### config.mk
export PLATFORM = sky130hd
export DESIGN_NAME = regfile_2r1w
export DESIGN_NICKNAME = d
export VERILOG_FILES = /design/src/rtl/mcu_pkg.sv /design/src/rtl/cc_gen.sv /design/src/rtl/regfile_2r1w.sv
export SDC_FILE = /design/constraint.sdc
export NUM_CORES = 1
export LEC_CHECK = 0
export ABC_AREA = 1
export CAP_MARGIN = 20
export CELL_PAD_IN_SITES_DETAIL_PLACEMENT = 0
export CELL_PAD_IN_SITES_GLOBAL_PLACEMENT = 1
export CORE_UTILIZATION = 40
export CTS_CLUSTER_SIZE = 20
export DETAILED_ROUTE_END_ITERATION = 10
export PLACE_DENSITY = 0.88
export SYNTH_ARGS = -nofsm -noshare
export SYNTH_HDL_FRONTEND = slang
export SYNTH_HIERARCHICAL = 1
export SYNTH_SLANG_ARGS = --single-unit
### constraint.sdc
create_clock -name CLK -period 1.76 [get_ports CLK]
set_input_delay 0.352 -clock CLK [delete_from_list [all_inputs] [get_ports CLK]]
set_output_delay 0.352 -clock CLK [all_outputs]
set_load 0.05 [all_outputs]
### src/rtl/mcu_pkg.sv
// Shared MCU datapath constants: default widths and N/Z/P condition-code encodings.
package mcu_pkg;

  localparam int DATA_W_DEF = 16;
  localparam int ADDR_W_DEF = 3;

  // One-hot condition codes, ordered {N,Z,P}
  localparam logic [2:0] CC_N     = 3'b100;
  localparam logic [2:0] CC_Z     = 3'b010;
  localparam logic [2:0] CC_P     = 3'b001;
  localparam logic [2:0] CC_RESET = CC_Z;

endpackage

### src/rtl/cc_gen.sv
// Condition-code generator: classifies a value as negative, zero or positive.
// Shared with the ALU flag path, so it stays purely combinational.
module cc_gen
  import mcu_pkg::*;
#(
  parameter int DATA_W = DATA_W_DEF
) (
  input  logic [DATA_W-1:0] din,
  output logic [2:0]        nzp
);

  // Sign bit takes precedence; zero check only matters for non-negative values
  always_comb begin
    nzp = CC_P;
    if (din[DATA_W-1])  nzp = CC_N;
    else if (din == '0) nzp = CC_Z;
  end

endmodule

### src/rtl/regfile_2r1w.sv
// 2-read/1-write register file with registered reads, write-to-read forwarding,
// per-register busy scoreboard, N/Z/P flags and a sticky bad-index flag.
module regfile_2r1w
  import mcu_pkg::*;
#(
  parameter int DATA_W = DATA_W_DEF,
  parameter int ADDR_W = ADDR_W_DEF,
  parameter int NREGS  = 2**ADDR_W
) (
  input  logic              CLK,
  input  logic              RESET,
  input  logic [ADDR_W-1:0] SR1,
  input  logic [ADDR_W-1:0] SR2,
  input  logic              RDEN,
  input  logic [ADDR_W-1:0] DR,
  input  logic              LDREG,
  input  logic [DATA_W-1:0] DIN,
  input  logic              LOCK,
  input  logic [ADDR_W-1:0] LOCKDR,
  output logic [DATA_W-1:0] SR1OUT,
  output logic [DATA_W-1:0] SR2OUT,
  output logic              RVALID,
  output logic              BUSY1,
  output logic              BUSY2,
  output logic [2:0]        NZP,
  output logic              ADDR_ERR
);

  logic [DATA_W-1:0] regs [NREGS];
  logic [NREGS-1:0]  busy, busy_nxt;
  logic [DATA_W-1:0] rd1, rd2;
  logic [2:0]        din_cc;
  logic              sr1_ok, sr2_ok, dr_ok, lk_ok, wr_ok, lk_set, bad_idx;

  function automatic logic in_rng(input logic [ADDR_W-1:0] idx);
    return 32'(idx) < 32'(NREGS);
  endfunction

  assign sr1_ok  = in_rng(SR1);
  assign sr2_ok  = in_rng(SR2);
  assign dr_ok   = in_rng(DR);
  assign lk_ok   = in_rng(LOCKDR);
  assign wr_ok   = LDREG && dr_ok;
  assign lk_set  = LOCK && lk_ok;
  assign bad_idx = (RDEN && (!sr1_ok || !sr2_ok)) || (LDREG && !dr_ok) || (LOCK && !lk_ok);

  cc_gen #(.DATA_W(DATA_W)) u_cc (.din(DIN), .nzp(din_cc));

  // Read-port muxes: out-of-range reads give 0, same-cycle write to the index is forwarded
  always_comb begin
    rd1 = '0;
    rd2 = '0;
    if (sr1_ok) rd1 = (wr_ok && SR1 == DR) ? DIN : regs[SR1];
    if (sr2_ok) rd2 = (wr_ok && SR2 == DR) ? DIN : regs[SR2];
  end

  // Scoreboard next state: clear on write first, then lock so a same-index lock wins
  always_comb begin
    busy_nxt = busy;
    if (wr_ok)  busy_nxt[DR]     = 1'b0;
    if (lk_set) busy_nxt[LOCKDR] = 1'b1;
  end

  // Storage array
  always_ff @(posedge CLK) begin
    if (RESET) begin
      for (int i = 0; i < NREGS; i++) regs[i] <= '0;
    end else if (wr_ok) begin
      regs[DR] <= DIN;
    end
  end

  // Registered read outputs; data holds when no read is issued
  always_ff @(posedge CLK) begin
    if (RESET) begin
      SR1OUT <= '0;
      SR2OUT <= '0;
      RVALID <= 1'b0;
    end else begin
      RVALID <= RDEN;
      if (RDEN) begin
        SR1OUT <= rd1;
        SR2OUT <= rd2;
      end
    end
  end

  // Busy bits, condition codes and sticky index error
  always_ff @(posedge CLK) begin
    if (RESET) begin
      busy     <= '0;
      NZP      <= CC_RESET;
      ADDR_ERR <= 1'b0;
    end else begin
      busy <= busy_nxt;
      if (wr_ok)   NZP      <= din_cc;
      if (bad_idx) ADDR_ERR <= 1'b1;
    end
  end

  assign BUSY1 = sr1_ok && busy[SR1];
  assign BUSY2 = sr2_ok && busy[SR2];

endmodule

# Word level (Yosys, flattened, before mapping)
# Memory sizes are Yosys's and may differ from the RTL's. A register that Yosys moved wholly into a read port is not among the register bits.
# Index checks and enable logic that the tools add are counted.
# word_totals
register_bits	12
ram_bits	128
in_bits	33
output_inout_bits	39
wordCells	37
mem_count	1
# mem_list
memory	words	word_bits	rd	rd_ports_with_merged_regs	wr	line	source
regs	8	16	2	2	8	regfile_2r1w.sv:29	logic [DATA_W-1:0] regs [NREGS];
# op_classes
order_cmp	6
n_mux	20
bitwise_logic	3
n_reduce_logical	4
# op_table
op	n
zero test 16 bit	1
< comparator 3 x 4 -> 1 bit (second input constant)	4
2-to-1 mux 16 bit	1
2-to-1 mux 8 bit	2
OR reduction 16 bit	1
2-to-1 mux 1 bit	10
bitwise AND 8 bit	1
NOT 8 bit	1
bitwise OR 8 bit	1
binary-select mux 1 bit (select 3 bit)	2
demux 1 bit (select 3 bit)	2
greater-or-equal comparator 3 x 1 -> 1 bit (second input constant)	2
2-to-1 mux 3 bit	2
logical AND 1 bit	2
2-to-1 mux 2 bit	1

# Logic depth before layout (Yosys ltp)
# logic_depth
ltp_word	9
depth_mapped	10
ltp_nobuf	9

# Cells and area by module
# The synthesis kept the hierarchy.
# modules_own_cells
module	instances	cells_each	area_per_inst_um2	seq_area_each_um2
regfile_2r1w	1	1139	8983.6	4724.5
cc_gen	1	17	71.3	0.0

# Worst setup path after synthesis
# No wires, ideal clock.
# synth_path
path_type	input port to output port
start	in SR1[1]
end	out BUSY1
arrival_ns	1.957
required_time_ns	1.408
slack_ns	-0.549
stages	8
path_cell_list	buf_2 > clkinv_1 > buf_2 > a21oi_1 > o21ai_0 > nand2_1 > nor2_1 > a31oi_1
# synth_via
elab_chain_len	2
# synth_lines
item	line	source
start, declared	regfile_2r1w.sv:12	input logic [ADDR_W-1:0] SR1,
binary-select mux 1 bit (select 3 bit)	regfile_2r1w.sv:101	assign BUSY1 = sr1_ok && busy[SR1];
2-to-1 mux 1 bit (implied by the code)	regfile_2r1w.sv:101	
end, declared	regfile_2r1w.sv:23	output logic BUSY1,
# Every way passes these cells. The select of a mux whose other input is x is not followed.

# Final worst setup path
# layout_path
start	reg busy[6]
end	out BUSY1
# layout_via
elab_chain_len	2
# layout_lines
item	line	source
start, declared	regfile_2r1w.sv:30	logic [NREGS-1:0] busy, busy_nxt;
start signal, assigned	regfile_2r1w.sv:95	busy <= busy_nxt;
binary-select mux 1 bit (select 3 bit)	regfile_2r1w.sv:101	
2-to-1 mux 1 bit (implied by the code)	regfile_2r1w.sv:101	
# Every way passes these cells. The select of a mux whose other input is x is not followed.

==> impl.org <==
** Floorplan
- The floorplan step defined a die boundary enclosing between 20,000 and 25,000 sq um.
- Die boundary width :: 152 um
- Starting density of the core :: about two fifths
- From bottom edge to top edge, the die measures around 150 um.
- Standard cell core area :: about 22,000 sq um
- Number of core rows :: between 50 and 60
- In this run the count of I/O pins placed on the die edge is just over 70.

** Yosys
- Synthesis inferred between 150 and 200 register bits.
- Post-synthesis cell count :: 1,156
- Counting flops with a built-in enable in the synthesized netlist gives roughly 130.
- Share of async-settable or async-resettable flops after synthesis :: 0%
- The synthesized netlist contains 30 unique library cells.
- The Yosys step of the flow raised 6 warnings.
- The mapped netlist covers slightly above 9000 sq um.
- The most used flip-flop cell after synthesis is edfxtp_1.
- Syn nets :: 1,189
- Sequential-to-total area share from yosys stat :: between 50% and 60%
- In this run the mean area of a mapped cell was ~7.8 sq um.

** STA
- Setup repair after global routing missed its margin :: true
- Setup violations remaining at the end of the flow were counted as 2.
- The number of slew-limit violations in the final report is 0.
- Timing-limited maximum frequency :: around 0.55 GHz
- On the final layout, the worst hold slack is 463 ps.
- Maximum clock skew at final layout :: between 10 and 15 ps
- Number of hold violations in the final report :: 0
- Counting I/O delays and the setup requirement, the final critical path takes 1810 ps.
- After layout, the worst setup slack is -50.7 ps.
- After layout, the worst path uses 103% of the clock period.

** Finish
- Combined area of the multi-input logic cells :: between 3000 and 4000 sq um
- The layout has 2,050 filler cells.
- Sequential cell area :: 4730 sq um
- Area growth from synthesis to layout :: 24.6%
- For this run, the post-layout net count is approximately 1,300.
- Post-route cell area :: 11,300 sq um
- Cells with a size suffix above 1 make up between 10% and 20% of the layout.
- The number of antenna diodes in the final layout is 0.

** Clock tree
- In this run the clock root is driven by a clkbuf_16.
- The clock passes through at most 2 buffers.
- Clock tree synthesis found a total of approximately 170 sinks.
- The number of clock buffers added by TritonCTS is 17.
- For the worst-skew pair, the clock arrives at the later sink with an insertion delay of approximately 440 ps.
- Post-CTS clock slew at the launch and capture registers of the worst setup and hold paths :: ~70 ps
- H-tree depth :: 4
- TritonCTS clock tree :: built

** Setup path
- Biggest fanout along the worst timing path :: 3
- The worst register-to-register path ends at SR1OUT[8].
- CP Launch Point :: busy[6]
- The setup check on the worst reg-to-reg path leaves a slack of 560 ps.
- For the worst setup path, the data required time is ~1400 ps.
- The startpoint identified for the worst register-to-register timing path is regs[4][8].
- Worst setup endpoint :: BUSY1
- Largest incremental delay on the critical path :: between 300 and 400 ps
- Critical Path Start Type :: flop
- Classification of the worst setup path :: reg2out
- Crit path DAT :: roughly 1500 ps
- Register-to-Register Path Depth :: 6
- The slowest stage of the critical path is the dfxtp_2 cell.
- Critical Path, Cell by Cell :: inv_2 -> a21oi_2 -> o21ai_1 -> nand2_1 -> nor2_2 -> a31oi_4 -> buf_12
- Endpoint class of the critical path :: primary output

** Placement
- Summing all placed instances gives a cell area of between 10,000 and 15,000 sq um.
- In this run the tool buffered the top-level ports with 70 buffer cells.
- The wire-length estimate of the detail-placed layout is between 20,000 and 25,000 um.
- At the end of routability-driven placement, the weighted congestion stood at between 0.9 and 1.

** Global route
- First-pass GRT wire length :: between 40,000 and 50,000 um
- For this run, the total global-route usage over all layers was measured as approximately a quarter.
- Largest net degree at the start of global routing :: 49
- The initial antenna violation count was 0.
- Number of global-route vias before repair :: approximately 8,000
- Total global routing overflow :: 0

** Pwr
- Power density over the cells :: around 930 nW/um^2
- VDD sags by at most approximately 0.61 mV.
- Leakage power :: 4.72 nW

** Drt
- Antenna Nets Post-Route :: 0
- Total vias in the final route :: between 8,000 and 9,000
- The first detailed-routing pass took 8 iterations.
- After detailed routing, the average wire length per cell comes to 19.2 um.
- Number of design-rule violations left by the first detailed-router iteration :: 1,165
- Post-detailed-route DRC marker count :: 0
- Dividing the detail-routed via count by the number of cells gives roughly 5.6.
- Summed over all layers, the routed wires come to 29,900 um.

** Status
- The flow ran to the end, but the final reports show violations.
- Failing checks :: negative setup slack

** Worst hold path
- The worst hold path belongs to the class reg2reg.

** Flow run
- Across the run, the number of max-cap violations was 0.
## placed cells by master (no fill, tap or decap), types with 2 or more instances in the layout
cell type        synthesis  layout
a21oi_1                 56      53
a21oi_2                  1       4
a31oi_4                  0       2
buf_12                   0      21
buf_2                   22       3
buf_4                    4     108
clkbuf_1                40       3
clkbuf_16                0      20
clkbuf_8                 0       2
clkdlybuf4s50_1          0      27
clkinv_1                22      22
clkinvlp_4               0       2
dfxtp_1                 44      42
dfxtp_2                  0       2
dlygate4sd2_1            0       2
edfxtp_1               128     128
inv_1                   54      52
inv_2                   14      16
inv_4                    1       2
inv_6                    0       2
nand2_1                226     222
nand2_2                  3       7
nand3_1                186     186
nor2_1                 216     215
nor2_4                   4       4
nor3_1                   2       2
nor4_1                   3       3
o211ai_1                16      16
o21ai_0                 83      77
o21ai_1                 11      17
o22ai_1                  4       4
## metal layers
| layer | track usage, % | up-vias | share of wire, % | routed length, um |
|---|---|---|---|---|
| met2 | 41.5 | 489 | 45 | 13500 |
| met3 | 4.44 | 49 | 11 | 3160 |
| met4 | 7.60 | 0 | 2.1 | 627 |
| met1 | 36.5 | 4031 | 42 | 12600 |
| met5 | 0 | - | 0 | 0 |
| li1 | - | 4067 | - | - |
## synth_stat cells, drive strengths merged (16+ instances only)
library cell | count | area share [%]
inv | 69 | 2.9
o211ai | 16 | 1.3
o21ai | 94 | 5.2
nand3 | 186 | 10
a21oi | 57 | 3.2
buf | 35 | 2.1
nor2 | 221 | 9.7
clkinv | 22 | 0.91
dfxtp | 44 | 9.7
clkbuf | 40 | 1.7
edfxtp | 128 | 42
nand2 | 230 | 9.7
## power by group
group | switching [mW] | leakage (nW) | internal [mW]
Sequential | 0.139 | 1.59 | 4.62
Clock | 1.62 | 0.296 | 2.29
Combinational | 1.21 | 2.83 | 0.636
## repair_timing
item,in CTS,in global routing
hold buffers,0,0
setup buffers,1,0
pin swaps,4,1
endpoints found under the setup margin,2,2
gates resized for setup,16,1
## critical path: cells and delay by family, from the launching register on
kind	cells	cell delay, ps
flip-flops	1	330
AND/OR/NAND/NOR	2	140
buffers and inverters	2	200
AO/OA/AOI/OAI	3	340
## how the worst min path moves through the flow
stage | start | endpoint | depth (start not counted)
2_1_floorplan | busy[7] | busy[7] | 2
3_3_place_gp | SR2OUT[10] | SR2OUT[10] | 2
3_5_place_dp | SR1OUT[7] | SR1OUT[7] | 2
4_1_cts | SR1OUT[7] | SR1OUT[7] | 2
5_1_grt | SR1OUT[1] | SR1OUT[1] | 2
6_report | SR1OUT[7] | SR1OUT[7] | 2
## area by class of cell
| type | instances | share of cell area, % |
|---|---|---|
| clock inverters | 7 | 0.654 |
| flip-flops and latches | 172 | 41.9 |
| multi-input cells | 818 | 32.8 |
| clock buffers | 25 | 4.78 |
| well taps | 280 | 3.11 |
| repair buffers | 162 | 13.7 |
| inverters | 91 | 3.05 |
## stage by stage
| step | setup slack [ps] | TNS [ps] | std cells | total power [mW] | utilization, % |
|---|---|---|---|---|---|
| 2_1_floorplan | -118 | -118 | 1156 | 5.87 | - |
| 3_3_place_gp | -325 | -59920 | 1522 | 6.62 | 48.3 |
| 3_5_place_dp | -341 | -60080 | 1522 | 6.65 | 48.3 |
| 4_1_cts | -55.5 | -98.8 | 1555 | 10.5 | 51.2 |
| 5_1_grt | -122 | -231 | 1555 | 10.8 | 51.2 |
| 6_report | -50.7 | -95.4 | 1555 | 10.5 | 51.2 |
## state kept, by name, summed over array words and instances, names as in the netlist
register and cells:
regs 128, SR1OUT 16, SR2OUT 16, busy 8, NZP 3, RVALID 1
## kinds of logic after synthesis
family          synth area share (%)
compound gates                  10.1
buf+inv                         7.54
flops                           52.2
other cells                   0.0414
simple gates                    30.1
Note: power is estimated with default switching activity, not from simulation.
